`src/rtl/uart_tx_core.sv`:
```
// -----------------------------------------------------------------------------
// uart_tx_core
//   UART transmitter with a transmit FIFO, a programmable baud prescaler and a
//   frame FSM (start, 5..8 data bits LSB first, optional parity, 1/1.5/2 stop).
//
// Ports
//   apb_clk_in       single clock
//   apb_rstn_in      asynchronous active-low reset
//   wr_en_in         FIFO write strobe
//   wr_data_in       FIFO write data
//   dlr_in           clocks per prescaler tick (0 = no ticks, frame frozen)
//   wls_in           word length, 00 = 5 bits .. 11 = 8 bits
//   pen_in           parity enable
//   eps_in           even parity select
//   sp_in            stick parity
//   stb_in           long stop (1.5 bits for 5-bit words, else 2 bits)
//   bc_in            break: forces the line low, FSM/FIFO keep running
//   afe_in           auto-flow enable (gate frame starts on cts_in)
//   enable_in        transmit enable (gates frame starts only)
//   txclr_in         FIFO clear
//   cts_in           clear-to-send, high = clear
//   uart_txd_out     serial line, idle high
//   fifo_full_out    FIFO holds FIFO_DEPTH words
//   thre_out         FIFO empty
//   temt_out         FIFO empty and shifter idle
//   fifo_level_out   FIFO occupancy
//   overflow_out     one-clock pulse when a write is dropped because of full
// -----------------------------------------------------------------------------
`timescale 1ns/1ps

module uart_tx_core #(
    parameter int FIFO_DEPTH = 16,
    parameter int OVERSAMPLE = 16,
    parameter int DLR_WIDTH  = 16
) (
    input  logic                          apb_clk_in,
    input  logic                          apb_rstn_in,
    input  logic                          wr_en_in,
    input  logic [7:0]                    wr_data_in,
    input  logic [DLR_WIDTH-1:0]          dlr_in,
    input  logic [1:0]                    wls_in,
    input  logic                          pen_in,
    input  logic                          eps_in,
    input  logic                          sp_in,
    input  logic                          stb_in,
    input  logic                          bc_in,
    input  logic                          afe_in,
    input  logic                          enable_in,
    input  logic                          txclr_in,
    input  logic                          cts_in,
    output logic                          uart_txd_out,
    output logic                          fifo_full_out,
    output logic                          thre_out,
    output logic                          temt_out,
    output logic [$clog2(FIFO_DEPTH):0]   fifo_level_out,
    output logic                          overflow_out
);

    localparam int PTR_W = $clog2(FIFO_DEPTH);
    localparam int LVL_W = PTR_W + 1;
    // Tick counter must reach the longest bit period, i.e. a 2-bit stop.
    localparam int TW    = $clog2(2 * OVERSAMPLE) + 1;

    localparam logic [LVL_W-1:0] DEPTH_L   = LVL_W'(FIFO_DEPTH);
    localparam logic [TW-1:0]    BIT_TICKS = TW'(OVERSAMPLE);
    localparam logic [TW-1:0]    STOP_1P5  = TW'(OVERSAMPLE * 3 / 2);
    localparam logic [TW-1:0]    STOP_2    = TW'(OVERSAMPLE * 2);

    typedef enum logic [2:0] {
        IDLE   = 3'd0,
        START  = 3'd1,
        DATA   = 3'd2,
        PARITY = 3'd3,
        STOP   = 3'd4
    } state_t;

    // Parity over the active data bits; stick parity ignores the data.
    function automatic logic parity_bit(input logic [7:0] d, input logic [1:0] wls,
                                        input logic eps, input logic sp);
        logic [7:0] m;
        case (wls)
            2'b00:   m = 8'h1F;
            2'b01:   m = 8'h3F;
            2'b10:   m = 8'h7F;
            default: m = 8'hFF;
        endcase
        if (sp) begin
            return ~eps;
        end
        return eps ? (^(d & m)) : ~(^(d & m));
    endfunction

    // ---------------------------------------------------------------------
    // State
    // ---------------------------------------------------------------------
    logic [7:0]           mem_q [FIFO_DEPTH];
    logic [PTR_W-1:0]     wr_ptr_q, wr_ptr_d;
    logic [PTR_W-1:0]     rd_ptr_q, rd_ptr_d;
    logic [LVL_W-1:0]     level_q, level_d;
    logic                 full_q, thre_q, temt_q, ovf_q, txd_q;
    logic                 full_d, thre_d, temt_d, ovf_d, txd_d;

    logic [DLR_WIDTH-1:0] pre_q, pre_d;
    state_t               state_q, state_d;
    logic [TW-1:0]        tcnt_q, tcnt_d;
    logic [2:0]           bitn_q, bitn_d;
    logic [7:0]           shreg_q, shreg_d;
    logic                 par_q, par_d;
    logic [1:0]           wls_q, wls_d;
    logic                 pen_q, pen_d;
    logic                 stb_q, stb_d;

    logic                 pop;
    logic                 start_ok;
    logic                 wr_ok;
    logic                 fifo_full;
    logic                 tick;
    logic                 pre_term;
    logic                 bit_end;
    logic [TW-1:0]        stop_len;
    logic [TW-1:0]        bit_len;
    logic [7:0]           head;

    assign fifo_full = (level_q == DEPTH_L);
    assign head      = mem_q[rd_ptr_q];
    assign start_ok  = (level_q != '0) && enable_in && (!afe_in || cts_in);
    assign wr_ok     = wr_en_in && !fifo_full && !txclr_in;

    // ---------------------------------------------------------------------
    // Prescaler: one-clock tick at terminal count; restarted by every pop.
    // '>=' keeps the counter from running the long way round if dlr_in is
    // lowered below the current count.
    // ---------------------------------------------------------------------
    assign pre_term = (pre_q >= (dlr_in - DLR_WIDTH'(1)));
    assign tick     = (dlr_in != '0) && pre_term;

    always_comb begin
        pre_d = pre_q;
        if (pop) begin
            pre_d = '0;
        end else if (dlr_in != '0) begin
            pre_d = pre_term ? '0 : pre_q + DLR_WIDTH'(1);
        end
    end

    // ---------------------------------------------------------------------
    // Frame FSM
    // ---------------------------------------------------------------------
    always_comb begin
        case ({stb_q, (wls_q == 2'b00)})
            2'b11:   stop_len = STOP_1P5;
            2'b10:   stop_len = STOP_2;
            default: stop_len = BIT_TICKS;
        endcase
    end

    assign bit_len = (state_q == STOP) ? stop_len : BIT_TICKS;
    assign bit_end = tick && (tcnt_q == (bit_len - TW'(1)));

    always_comb begin
        state_d = state_q;
        tcnt_d  = tcnt_q;
        bitn_d  = bitn_q;
        shreg_d = shreg_q;
        par_d   = par_q;
        wls_d   = wls_q;
        pen_d   = pen_q;
        stb_d   = stb_q;
        pop     = 1'b0;

        if ((state_q != IDLE) && tick) begin
            tcnt_d = bit_end ? '0 : tcnt_q + TW'(1);
        end

        case (state_q)
            IDLE: begin
                if (start_ok) begin
                    pop = 1'b1;
                end
            end
            START: begin
                if (bit_end) begin
                    state_d = DATA;
                    bitn_d  = '0;
                end
            end
            DATA: begin
                if (bit_end) begin
                    shreg_d = {1'b0, shreg_q[7:1]};
                    if (bitn_q == (3'd4 + {1'b0, wls_q})) begin
                        state_d = pen_q ? PARITY : STOP;
                    end else begin
                        bitn_d = bitn_q + 3'd1;
                    end
                end
            end
            PARITY: begin
                if (bit_end) begin
                    state_d = STOP;
                end
            end
            STOP: begin
                if (bit_end) begin
                    // Back-to-back frames: no idle bit between stop and start.
                    if (start_ok) begin
                        pop = 1'b1;
                    end else begin
                        state_d = IDLE;
                    end
                end
            end
            default: state_d = IDLE;
        endcase

        // Frame format is latched at the pop and held for the whole frame.
        if (pop) begin
            state_d = START;
            tcnt_d  = '0;
            shreg_d = head;
            par_d   = parity_bit(head, wls_in, eps_in, sp_in);
            wls_d   = wls_in;
            pen_d   = pen_in;
            stb_d   = stb_in;
        end
    end

    // ---------------------------------------------------------------------
    // FIFO bookkeeping. Clear wins over everything, including the write;
    // a pop in the same cycle still hands its word to the shifter.
    // ---------------------------------------------------------------------
    always_comb begin
        wr_ptr_d = wr_ptr_q;
        rd_ptr_d = rd_ptr_q;
        level_d  = level_q;
        if (txclr_in) begin
            wr_ptr_d = '0;
            rd_ptr_d = '0;
            level_d  = '0;
        end else begin
            wr_ptr_d = wr_ptr_q + PTR_W'(wr_ok);
            rd_ptr_d = rd_ptr_q + PTR_W'(pop);
            level_d  = level_q + LVL_W'(wr_ok) - LVL_W'(pop);
        end
    end

    // ---------------------------------------------------------------------
    // Output next-state: every output is a register fed from next-state.
    // ---------------------------------------------------------------------
    always_comb begin
        full_d = (level_d == DEPTH_L);
        thre_d = (level_d == '0);
        temt_d = (level_d == '0) && (state_d == IDLE);
        ovf_d  = wr_en_in && fifo_full && !txclr_in;

        case (state_d)
            START:   txd_d = 1'b0;
            DATA:    txd_d = shreg_d[0];
            PARITY:  txd_d = par_d;
            default: txd_d = 1'b1;
        endcase
        if (bc_in) begin
            txd_d = 1'b0;
        end
    end

    // FIFO storage has no reset; occupancy is tracked by the pointers.
    always_ff @(posedge apb_clk_in) begin
        if (wr_ok) begin
            mem_q[wr_ptr_q] <= wr_data_in;
        end
    end

    always_ff @(posedge apb_clk_in or negedge apb_rstn_in) begin
        if (!apb_rstn_in) begin
            wr_ptr_q <= '0;
            rd_ptr_q <= '0;
            level_q  <= '0;
            full_q   <= 1'b0;
            thre_q   <= 1'b1;
            temt_q   <= 1'b1;
            ovf_q    <= 1'b0;
            txd_q    <= 1'b1;
            pre_q    <= '0;
            state_q  <= IDLE;
            tcnt_q   <= '0;
            bitn_q   <= '0;
            shreg_q  <= '0;
            par_q    <= 1'b0;
            wls_q    <= '0;
            pen_q    <= 1'b0;
            stb_q    <= 1'b0;
        end else begin
            wr_ptr_q <= wr_ptr_d;
            rd_ptr_q <= rd_ptr_d;
            level_q  <= level_d;
            full_q   <= full_d;
            thre_q   <= thre_d;
            temt_q   <= temt_d;
            ovf_q    <= ovf_d;
            txd_q    <= txd_d;
            pre_q    <= pre_d;
            state_q  <= state_d;
            tcnt_q   <= tcnt_d;
            bitn_q   <= bitn_d;
            shreg_q  <= shreg_d;
            par_q    <= par_d;
            wls_q    <= wls_d;
            pen_q    <= pen_d;
            stb_q    <= stb_d;
        end
    end

    assign uart_txd_out   = txd_q;
    assign fifo_full_out  = full_q;
    assign thre_out       = thre_q;
    assign temt_out       = temt_q;
    assign fifo_level_out = level_q;
    assign overflow_out   = ovf_q;

endmodule

```
`config.mk`:
```
export PLATFORM = sky130hd
export DESIGN_NAME = uart_tx_core
export DESIGN_NICKNAME = d
export VERILOG_FILES = /design/src/rtl/uart_tx_core.sv
export SDC_FILE = /design/constraint.sdc
export NUM_CORES = 1
export LEC_CHECK = 0
export CELL_PAD_IN_SITES_DETAIL_PLACEMENT = 0
export CELL_PAD_IN_SITES_GLOBAL_PLACEMENT = 2
export CORE_MARGIN = 3
export CORE_UTILIZATION = 45
export CTS_CLUSTER_SIZE = 12
export DETAILED_ROUTE_END_ITERATION = 16
export PLACE_DENSITY_LB_ADDON = 0.1
export REMOVE_ABC_BUFFERS = 1
export SYNTH_ARGS = -nofsm -noshare
export SYNTH_HDL_FRONTEND = slang
export SYNTH_SLANG_ARGS = --single-unit
```
`constraint.sdc`:
```
create_clock -name apb_clk_in -period 12.4 [get_ports apb_clk_in]
set_clock_uncertainty 0.1 [all_clocks]
set_input_delay 1.24 -clock apb_clk_in [delete_from_list [all_inputs] [get_ports apb_clk_in]]
set_output_delay 1.24 -clock apb_clk_in [all_outputs]
set_load 0.005 [all_outputs]
```
==> metrics.yaml, run 1 <==
power_frac_seq: 0.462
cts_buffers: 17
grt_pass1_vias: 5635
clk_latency_ns: 0.44
drt_first_pass_iters: 5
grt_max_degree: 60
final_common_cell: "edfxtp_1"
critPathBufInv: 3
outcome: "finished clean"
cpPeakStageDelay_ns: 0.64
max-slew-margin-rel: 0.284
cts-root-buf: "clkbuf_16"
die_x_um: 146
io_pins: 48
pwr-share-comb: 0.185
cp_max_fo: 9
pwr_density_cell_nw_per_um2: 162
synthArstFlopShare: 0.316
yosysWarnings: 0
fp.dieH_um: 146
drt_wl_total_um: 19100
drv_slew: 0
syn_avg_cell_area_um2: 13.8
cts_sinks: 187
drt_iter0_markers: 314
finalCriticalPeriod_ns: 6.81
hold_violations: 0
crit_chain: "clkdlybuf4s50_1 -> or4_1 -> nand4bb_1 -> or2_2 -> nor3_1 -> xnor2_1 -> ha_1 -> nand3_1 -> o41ai_1 -> o21ai_1 -> a21oi_4 -> ha_1 -> inv_1 -> ha_1 -> inv_1 -> fa_1 -> xor2_1 -> nor2_1 -> or4_1 -> nor2_1 -> nor4b_1"
whs_ns: 0.407
start_util: 0.467
dieArea_um2: 21400
io_buffer_count: 47
final_cell_mix: "edfxtp_1, nor2_1, dfrtp_1"
rows: 50
critPathSlowestCell: "o41ai_1"
path_common_cell: "ha_1"
routed-via-count: 5330
drv_cap: 0
tightest_slew_ns: 1.07
syn_area_um2: 8870
postCtsHoldBufs: 0
crit_family: "simple AND/OR/NAND/NOR gates"
grt_pass1_wl_um: 31000
vdd_drop_max_uv: 125
fmax_mhz: 147
final-setup-viol-count: 0
core-area_um2: 19000
grt-ovfl-total: 0
synth_cell_types: 63
leakage_nw: 3.73
clkTransAtPathRegs_ns: 0.07
endpoint_kind: "flop"
setup_tns_ns: 0
r2r_setup_slack_ns: 7.37
cts_tree: "built"
clockBufferDepth: 2
drc: 0
wl_per_cell_um: 19.7
fin_crit_sh: 0.549
postSynthCellCount: 642
synth-seq-cells: 187
critPathRequiredTime_ns: 12.63
intPower_mw: 1.18
seq_area_frac_synth: 0.600
cts_resized: 0
switchingPower_mw: 0.478
cts_max_level: 4
worstPathArrival_ns: 7.04
clockPowerShare: 0.353
crit_type: "input port to flop"
antenna_found_initial: 0
switching_share: 0.288
grtUsageTotal: 0.186
critPathLaunchType: "input port"
areaGrowthSynthToFinish_pct: 15.6
via_per_inst: 5.50
grt_setup_unrepaired: "false"
drive_gt1_frac: 0.110
diodes: 0
synth_edf_count: 128
finalNetCount: 766
finalWeightedCongestion: 0.789
antenna_left: 0
n_fill_cell: 1619
hold_path_class: "flop to flop"
synth_ff_type: "edfxtp_1"
dp_hpwl_um: 13000
post-cts-setup-buffers: 0
## worst register-to-register path, delay by kind of cell (launching register included)
family	cells	cell delay, ns
AOI/OAI and AO/OA	6	1.81
and+or+nand+nor	5	1.16
adders and majority gates	4	1.11
DFF	1	0.41
buffers and inverters	3	0.18
xor gates and xnor gates	1	0.16
## power by group through the flow
stage | clock network, mW | logic (mW) | registers, mW
finish | 0.586 | 0.306 | 0.766
global placement | 0 | 0.307 | 0.780
global route | 0.624 | 0.351 | 0.775
detailed placement | 0 | 0.312 | 0.780
floorplan | 0 | 0.205 | 0.773
CTS | 0.601 | 0.314 | 0.767
## layer usage
layer / vias up / wire (um) / global-route usage
li1: 2542 / - / -
met1: 2673 / 8110 / 0.235
met2: 97 / 10100 / 0.327
met3: 18 / 621 / 0.0376
met4: 0 / 283 / 0.0536
met5: - / 0 / 0
## per-stage QoR
stage               cell area (um2)  utilization  setup slack, ns  cells  power (mW)
floorplan                      8730            -             4.69    620       0.979
global placement               9610        0.505             5.36    937        1.09
detailed placement             9610        0.505             5.13    937        1.09
CTS                           10300        0.539             5.59    969        1.68
global route                  10300        0.539             5.10    969        1.75
finish                        10300        0.539             5.59    969        1.66
## state kept, by name, indices dropped and copies added (netlist names), 3 cells and up
register,count
bitn_q,3
fifo_level_out,5
mem_q,128
pre_q,16
rd_ptr_q,4
shreg_q,8
state_q,3
tcnt_q,6
wr_ptr_q,4
## final timing paths
check                            start          end  depth (start not counted)
max                          dlr_in[6]     temt_out                         21
min                              stb_q        stb_q                          1
max reg2reg                   pre_q[0]     temt_out                         19
min reg2reg                      stb_q        stb_q                          1
max in group asynchronous  apb_rstn_in  rd_ptr_q[0]                          2
min in group asynchronous  apb_rstn_in        pen_q                          2
## cell type report
type	count	area [um2]	share of cell area
clock buffer	17	425	0.0415
clock inverter	15	228	0.0222
inverter	20	75.1	0.00732
multi-input combinational	413	3340	0.326
sequential	187	5330	0.519
tap	260	325	0.0317
timing repair buffer	57	541	0.0527
## kinds of logic after synthesis
group                      after synthesis  synth area share
xor gates and xnor gates                34            0.0360
DFF                                    187             0.600
and+or+nand+nor                        211             0.121
AOI/OAI and AO/OA                       89            0.0609
muxes                                   47             0.111
buffers and inverters                   42            0.0248
adders and majority gates               32            0.0460
## cells in the mapped netlist, types with 3 or more instances
library cell | number | area [um2]
edfxtp_1 | 128 | 3840
nor2_1 | 70 | 263
dfrtp_1 | 56 | 1400
nand2_1 | 38 | 143
a21oi_1 | 31 | 155
ha_1 | 31 | 388
o21ai_0 | 28 | 140
xnor2_1 | 27 | 236
nand3_1 | 22 | 110
inv_1 | 20 | 75.1
mux4_2 | 18 | 405
mux4_1 | 17 | 447
nand3b_1 | 14 | 105
nor3_1 | 14 | 70.1
and3_1 | 11 | 68.8
clkbuf_1 | 9 | 33.8
nand2b_1 | 9 | 56.3
nor2b_1 | 8 | 50.1
buf_2 | 6 | 30.0
mux2_2 | 6 | 67.6
a21o_1 | 5 | 37.5
mux2i_1 | 5 | 50.1
nor4_1 | 5 | 31.3
xor2_1 | 5 | 43.8
a211o_1 | 4 | 35.0
a22oi_1 | 4 | 30.0
buf_4 | 4 | 30.0
nor4b_1 | 4 | 35.0
dfstp_2 | 3 | 78.8
or4_1 | 3 | 22.5
(Power assumes the default switching activity.)
==> inputs of run 2 (changes only) <==
CORE_UTILIZATION = 39   (was 45)
clock period = 5.84 ns   (was 12.4 ns; I/O delays follow)
==> metrics.yaml, run 2 (synthesis results as in run 1) <==
final_cell_mix: "edfxtp_1, nor2_1, dfrtp_1"
core-area_um2: 22100  # +16%
tightest_slew_ns: 1.01  # -0.0599 ns
drt_wl_total_um: 19700  # +3.1%
pwr_density_cell_nw_per_um2: 336  # +110%
die_x_um: 157  # +7.1%
fp.dieH_um: 157  # +7.1%
drt_first_pass_iters: 4  # -1
fin_crit_sh: 0.930
utilization: 0.470  # -0.0689
grt-ovfl-total: 0  # unchanged
wl_per_cell_um: 19.5  # -0.85%
outcome: "finished clean"
worstPathArrival_ns: 5.66  # -1.38 ns
timing.critical_path.from: "dlr_in[7]"
endpoint_kind: "flop"
grt_pass1_wl_um: 31700  # +2.2%
final_common_cell: "edfxtp_1"
final-setup-viol-count: 0  # unchanged
pwr-share-comb: 0.191  # +0.006
placed_area_um2: 9770  # +1.8%
grt_pass1_vias: 5608  # -0.48%
intPower_mw: 2.48  # +110%
max-slew-margin-rel: 0.324  # +0.0401
drive_gt1_frac: 0.136  # +0.0260
finalWeightedCongestion: 0.774  # -1.9%
drv_slew: 0  # unchanged
clkTransAtPathRegs_ns: 0.08  # about the same
n_fill_cell: 1965  # +21%
drc: 0  # unchanged
grt_max_degree: 60  # unchanged
multi_input_area_um2: 3340  # +0.11%
leakage_nw: 3.80  # +1.8%
top_regs: "mem_q (128), pre_q (16), shreg_q (8)"
vdd_drop_max_uv: 242  # +95%
cp_max_fo: 2  # -7
cts-root-buf: "clkbuf_16"
switching_share: 0.292  # +0.00367
rows: 54  # +8.0%
finalCriticalPeriod_ns: 5.43
switchingPower_mw: 1.02  # +110%
finalNetCount: 785  # +2.5%
cts_sinks: 187  # unchanged
cts_max_level: 4  # unchanged
fmax_mhz: 184
clockPowerShare: 0.338  # -0.015
hold_violations: 0  # unchanged
drv_cap: 0  # unchanged
grt_setup_unrepaired: "false"
cts_tree: "built"
areaGrowthSynthToFinish_pct: 17.2
hold_path_class: "input port to async pin"
via_per_inst: 5.38  # -2.2%
antenna_found_initial: 0  # unchanged
io_pins: 48  # unchanged
clk_latency_ns: 0.43  # about the same
rr_startpoint: "pre_q[0]"
cts_buffers: 17  # unchanged
largest_register_ff_count: 128  # unchanged
critPathRequiredTime_ns: 6.07  # -6.56 ns
start_util: 0.402  # -0.0649
diodes: 0  # unchanged
crit_type: "input port to flop"
routed-via-count: 5421  # +1.7%
power_frac_seq: 0.471  # +0.009
layout.area.seq_um2: 5330  # about the same
p_total_mw: 3.50  # +110%
critPathLaunchType: "input port"
fin_area_um2: 10400  # +1.3%
dp_hpwl_um: 13600  # +4.8%
antenna_left: 0  # unchanged
dieArea_um2: 24600  # +15%
clockBufferDepth: 2  # unchanged
postCtsHoldBufs: 0  # unchanged
drt_iter0_markers: 302  # -3.8%
largest_register: "mem_q"
grtUsageTotal: 0.170  # -0.0166
io_buffer_count: 47  # unchanged
[run 2: stage by stage]
stage          hold slack [ns]  setup slack, ns  instances  setup TNS [ns]
2_1_floorplan            0.188            -1.21        620           -4.83
3_3_place_gp             0.399          -0.0925        976         -0.0925
3_5_place_dp             0.399           -0.175        976          -0.177
4_1_cts                  0.239            0.266       1008               0
5_1_grt                  0.252           0.0717       1008               0
6_report                 0.211            0.411       1008               0
[run 2: per-layer routing]
layer / global-route usage / share of wire
met5: 0 / 0
met4: 0.0550 / 0.021
met3: 0.0290 / 0.023
met2: 0.293 / 0.50
met1: 0.218 / 0.45
[run 2: repair_timing]
action | CTS | global route
endpoints found under the setup margin | 0 | 1
buffers inserted | 0 | 0
resized for setup | 0 | 1
[run 2: worst paths after layout]
kind | endpoint | cells after the start | slack (ns)
worst max-delay path | temt_out | 23 | 0.41
worst min-delay path | bitn_q[2] | 2 | 0.21
worst max register to register | temt_out | 21 | 1.01
worst min register to register | stb_q | 1 | 0.42
max in group asynchronous | rd_ptr_q[0] | 2 | 4.88
min in group apb_clk_in | stb_q | 1 | 0.42
[run 2: layout make-up]
type,instances,area share
clock buffer,17,0.0409
clock inverter,15,0.0184
inverter,20,0.00722
multi-input combinational,413,0.322
sequential,187,0.512
tap,280,0.0337
timing repair buffer,76,0.0657
[run 2: power groups by stage]
stage | Clock, mW | Sequential [mW] | Combinational (mW)
after floorplan | 0 | 1.64 | 0.436
after global placement | 0 | 1.67 | 0.671
after detailed placement | 0 | 1.67 | 0.679
after CTS | 1.21 | 1.65 | 0.682
after global routing | 1.27 | 1.66 | 0.755
final | 1.18 | 1.65 | 0.668
[run 2: worst max-delay path, cell delays in order]
cell and delay [ns]:
clkdlybuf4s50_1 0.42, or4_1 0.55, nand4bb_1 0.23, or2_2 0.30
nor2_1 0.12, xnor2_1 0.14, ha_1 0.27, a21o_1 0.18
a21oi_1 0.19, o41ai_1 0.11, buf_4 0.15, o21ai_2 0.20
a21oi_4 0.09, ha_1 0.31, inv_1 0.06, ha_1 0.15
inv_1 0.05, fa_1 0.39, xor2_1 0.16, nor2_1 0.06
or4_1 0.55, nor2_1 0.14, nor4b_1 0.25
==> inputs of run 3 (changes only) <==
--- a/constraint.sdc
+++ b/constraint.sdc
@@ -4,2 +4,2 @@
 set_output_delay 0.584 -clock apb_clk_in [all_outputs]
-set_load 0.005 [all_outputs]
+set_load 0.1 [all_outputs]
==> results of run 3 <==
Same layout as run 2 (identical final DEF). Status: finished clean.
Main changes from that run: total power 3.50 mW -> 3.66 mW
